## config.mk

```make
export PLATFORM = sky130hd
export DESIGN_NAME = adc_sample_fifo
export DESIGN_NICKNAME = d
export VERILOG_FILES = /design/src/rtl/adc_sample_fifo.sv
export SDC_FILE = /design/constraint.sdc
export NUM_CORES = 1
export LEC_CHECK = 0
export CORE_MARGIN = 4
export CORE_UTILIZATION = 53
export CTS_BUF_LIST = sky130_fd_sc_hd__clkbuf_16
export DETAILED_ROUTE_END_ITERATION = 6
export PLACE_DENSITY = 0.84
export SYNTH_ARGS = -nofsm -noshare
export SYNTH_HDL_FRONTEND = slang
export SYNTH_SLANG_ARGS = --single-unit
```

## constraint.sdc

```tcl
create_clock -name ap_clk -period 2.1 [get_ports ap_clk]
set_input_delay 0.315 -clock ap_clk [delete_from_list [all_inputs] [get_ports ap_clk]]
set_output_delay 0.315 -clock ap_clk [all_outputs]
set_load 0.02 [all_outputs]
```

## src/rtl/adc_sample_fifo.sv

```systemverilog
// ADC sample buffer: converts unsigned 10-bit samples to signed offset form and
// queues them in a first-word-fall-through FIFO with a level and overflow report.
`timescale 1ns/1ps
module adc_sample_fifo #(
    parameter int unsigned DEPTH = 16,
    parameter int unsigned CNT_W = 16
) (
    input  logic                     ap_clk,
    input  logic                     ap_rst_n,
    input  logic [9:0]               adc_data,
    input  logic                     adc_valid,
    input  logic                     enable,
    input  logic                     flush,
    input  logic                     clear_ovf,
    output logic [9:0]               datain_V_dout,
    output logic                     datain_V_empty_n,
    input  logic                     datain_V_read,
    output logic [$clog2(DEPTH):0]   level,
    output logic                     full,
    output logic                     overflow,
    output logic [CNT_W-1:0]         drop_cnt
);

    localparam int unsigned AW = $clog2(DEPTH);
    localparam int unsigned LW = AW + 1;

    logic [9:0]    mem [DEPTH];
    logic [AW-1:0] wr_ptr;
    logic [AW-1:0] rd_ptr;
    logic          wr_try;
    logic          rd_acc;
    logic          wr_acc;
    logic          drop;
    logic [LW-1:0] level_nxt;

    // level is the full/empty reference; pointers wrap naturally at DEPTH
    always_comb begin
        wr_try    = adc_valid && enable;
        rd_acc    = datain_V_read && datain_V_empty_n;
        wr_acc    = wr_try && (!full || rd_acc);
        drop      = wr_try && full && !rd_acc && !flush;
        level_nxt = level;
        if (flush)
            level_nxt = '0;
        else if (wr_acc && !rd_acc)
            level_nxt = level + LW'(1);
        else if (!wr_acc && rd_acc)
            level_nxt = level - LW'(1);
    end

    always_ff @(posedge ap_clk or negedge ap_rst_n) begin
        if (!ap_rst_n) begin
            wr_ptr           <= '0;
            rd_ptr           <= '0;
            level            <= '0;
            full             <= 1'b0;
            datain_V_empty_n <= 1'b0;
        end else begin
            level            <= level_nxt;
            full             <= (level_nxt == LW'(DEPTH));
            datain_V_empty_n <= (level_nxt != '0);
            if (flush) begin
                wr_ptr <= '0;
                rd_ptr <= '0;
            end else begin
                if (wr_acc)
                    wr_ptr <= wr_ptr + AW'(1);
                if (rd_acc)
                    rd_ptr <= rd_ptr + AW'(1);
            end
        end
    end

    // a drop in the same cycle as clear_ovf restarts the count at one
    always_ff @(posedge ap_clk or negedge ap_rst_n) begin
        if (!ap_rst_n) begin
            overflow <= 1'b0;
            drop_cnt <= '0;
        end else if (drop) begin
            overflow <= 1'b1;
            if (clear_ovf)
                drop_cnt <= CNT_W'(1);
            else if (drop_cnt != '1)
                drop_cnt <= drop_cnt + CNT_W'(1);
        end else if (clear_ovf) begin
            overflow <= 1'b0;
            drop_cnt <= '0;
        end
    end

    always_ff @(posedge ap_clk) begin
        if (wr_acc && !flush)
            mem[wr_ptr] <= {~adc_data[9], adc_data[8:0]};
    end

    always_comb begin
        datain_V_dout = '0;
        if (datain_V_empty_n)
            datain_V_dout = mem[rd_ptr];
    end

endmodule

```

==> results_dict.tcl <==
set metrics [dict create \
    synthMuxAreaShare 0.148 \
    path_max_fanout 8 \
    critical_path_arrival_ns 2.20 \
    ios 51 \
    drcViolationCount 0 \
    r2r_cells 6 \
    startpoint "rd_ptr[0]" \
    synth_warnings 0 \
    wirelength_um 18300 \
    yosysSeqAreaShare 0.709 \
    status "complete, but fails checks" \
    worst_slew_pin_slew_ns 0.669 \
    grt_start_max_net_pins 33 \
    r2r_start "level[1]" \
    syn_to_final_growth_pct 25.4 \
    cap_violations 0 \
    hold_ws_ns 0.287 \
    synth_nets 482 \
    drive_above_1_share 0.306 \
    power.static_leakage_nw 3.40 \
    fmax_mhz 397 \
    slew_headroom 0.552 \
    dp.cells 730 \
    ant_nets 0 \
    rows 44 \
    die_area_sq_um 16900 \
    ys.flop_type "edfxtp_1" \
    avgSynthCellArea_sq_um 17.3 \
    synth.most_common_cell "edfxtp_1" \
    wl_per_cell_um 23.7 \
    synth-seq-cells 192 \
    synth_cells 457 \
    fillCellCount 923 \
    io_buffer_count 50 \
    utilization 0.680 \
    yosysTopAreaCell "edfxtp_1" \
    viasPerCell 6.08 \
    clk_pin_slew_ns 0.07 \
    endpoint_kind "output pin" \
    clockRootBuffer "clkbuf_16" \
    grt_overflow 0 \
    die_width_um 130 \
    grt_pass1_wl_um 28800 \
    coreArea_sq_um 14600 \
    clock-sinks 192 \
    grt_use_total 0.234 \
    ys_async_sr_fraction 0.167 \
    synth_top_family_by_area "multiplexers" \
    final_cells 773 \
    dpl.hpwl_um 11200 \
    cts_hold_buf 0 \
    fin_crit_sh 1.20 \
    cts.path.max_buffers 2 \
    synth_compound_area_frac 0.0310 \
    grt_pass1_vias 5059 \
    multi_input_area_sq_um 2260 \
    first_pass_iters 5 \
    tritoncts "yes" \
    min_path_type "primary input to async pin" \
    skew_ns 0.00757 \
    criticalPathCategory "register to output pin" \
    setup_tns_ns -3.56 \
    dp_slack_ns -0.319 \
    ys_types 44 \
    die_h_um 130 \
    crit_path_end "datain_V_dout[1]" \
    slew_violations 0 \
    htree_levels 4 \
    synth_xor_area_frac 0.0144 \
    r2r_setup_slack_ns 0.07 \
    power_density_nw_per_um2 969 \
    drt_iter0_drc 474 \
    seq_area_sq_um 5610 \
    synthTopCellsByCount "edfxtp_1 (160), mux4_2 (40), nor2_1 (36), dfrtp_1 (32)" \
    synth_simple_gate_area_share 0.0688 \
    globalplace.congestion 0.944 \
    antenna_found_initial 0 \
    grt_setup_unrepaired "yes" \
    start_kind "register" \
    hold_viol 0 \
    numCtsBuffers 17 \
    setup_viol 10 \
    synth_top_area_frac 0.607 \
    period_minus_slack_ns 2.52 \
    diodes 0 \
    timing.rr.end "datain_V_empty_n" \
    worstPathRequired_ns 1.78 \
    fin_nets 602 \
    synthAdderAreaFrac 0.0127 \
    worstSkewPairLatency_ns 0.44 \
    postLayoutSetupSlackWorst_ns -0.418 \
    failed_checks "negative setup slack" \
    vias 4696 \
    synth_area_sq_um 7910 \
    irDropWorstVdd_uv 613 \
    synth_area_leaders "edfxtp_1 (61%), mux4_2 (11%), dfrtp_1 (10%), mux2i_1 (2.9%), nor2_1 (1.7%)" \
    start_util 0.542 \
    synth_edf_count 160 \
]
-- through the flow --
stage / cell area (sq um) / total power, W
2_1_floorplan: 7930 / 0.00537
3_3_place_gp: 9120 / 0.00602
3_5_place_dp: 9120 / 0.00608
4_1_cts: 9880 / 0.00958
5_1_grt: 9920 / 0.00998
6_report: 9920 / 0.00961
-- per-layer routing --
metal / GRT usage / routed length, um / share of wire / vias up
met5: 0 / 0 / 0 / -
met4: 0.0801 / 390 / 0.021 / 0
met3: 0.0643 / 1090 / 0.059 / 30
met2: 0.395 / 9620 / 0.53 / 202
met1: 0.293 / 7220 / 0.39 / 2423
li1: - / - / - / 2041
-- power by group --
group          internal [W]  switching [W]
Sequential          0.00420      0.0000898
Clock               0.00189        0.00146
Combinational       0.00105       0.000919
Total               0.00714        0.00247
-- worst max-delay path: stages (launching register included) --
cell	delay (ns)
dfrtp_2	0.39
buf_12	0.14
buf_12	0.13
buf_6	0.09
mux4_2	0.50
mux2i_2	0.20
o22ai_1	0.13
buf_4	0.17
-- state kept, by name (all words and copies together) (netlist names) --
signal,flops
drop_cnt,16
mem,160
level,5
datain_V_empty_n,1
wr_ptr,4
rd_ptr,4
overflow,1
full,1
-- timing repair --
item	in CTS	in global routing
gates resized for setup	54	20
pin swaps	4	5
cloned	3	0
buffers inserted	7	5
endpoints found under the setup margin	10	16
-- placed cells by master, fill, tap and decap left out, types with 8 or more instances in the layout --
master,instances
o22ai_1,8
buf_12,11
dfrtp_1,28
buf_4,64
inv_1,8
clkbuf_16,17
edfxtp_1,160
clkdlybuf4s50_1,40
nand2_1,23
a21oi_1,12
nor2_1,36
mux2i_1,15
xor2_1,10
ha_1,8
mux4_2,40
-- area by class of cell --
| cell class | instances | share of cell area |
|---|---|---|
| Tap cell | 184 | 0.0232 |
| Timing Repair Buffer | 123 | 0.119 |
| Clock inverter | 14 | 0.0184 |
| Inverter | 8 | 0.00303 |
| Multi-Input combinational cell | 235 | 0.228 |
| Sequential cell | 192 | 0.565 |
| Clock buffer | 17 | 0.0429 |
-- worst min path at each step --
stage,from,to,slack [ns],cells past startpoint
after CTS,ap_rst_n,level[4],0.28,2
after detailed placement,overflow,overflow,0.54,2
final,ap_rst_n,drop_cnt[15],0.29,2
after global placement,overflow,overflow,0.52,2
after floorplan,ap_rst_n,datain_V_empty_n,0.02,0
after global routing,ap_rst_n,level[4],0.30,2
-- logic make-up (layout without fill, tap and decap cells) --
kind of cell    Yosys count  count (layout)
xor+xnor                 13              13
buf+inv                  30             162
mux                      66              66
fa+ha+maj                 8               8
flops                   192             192
compound gates           40              40
simple gates            108             108
No activity file was read; power rests on OpenSTA's default activity.
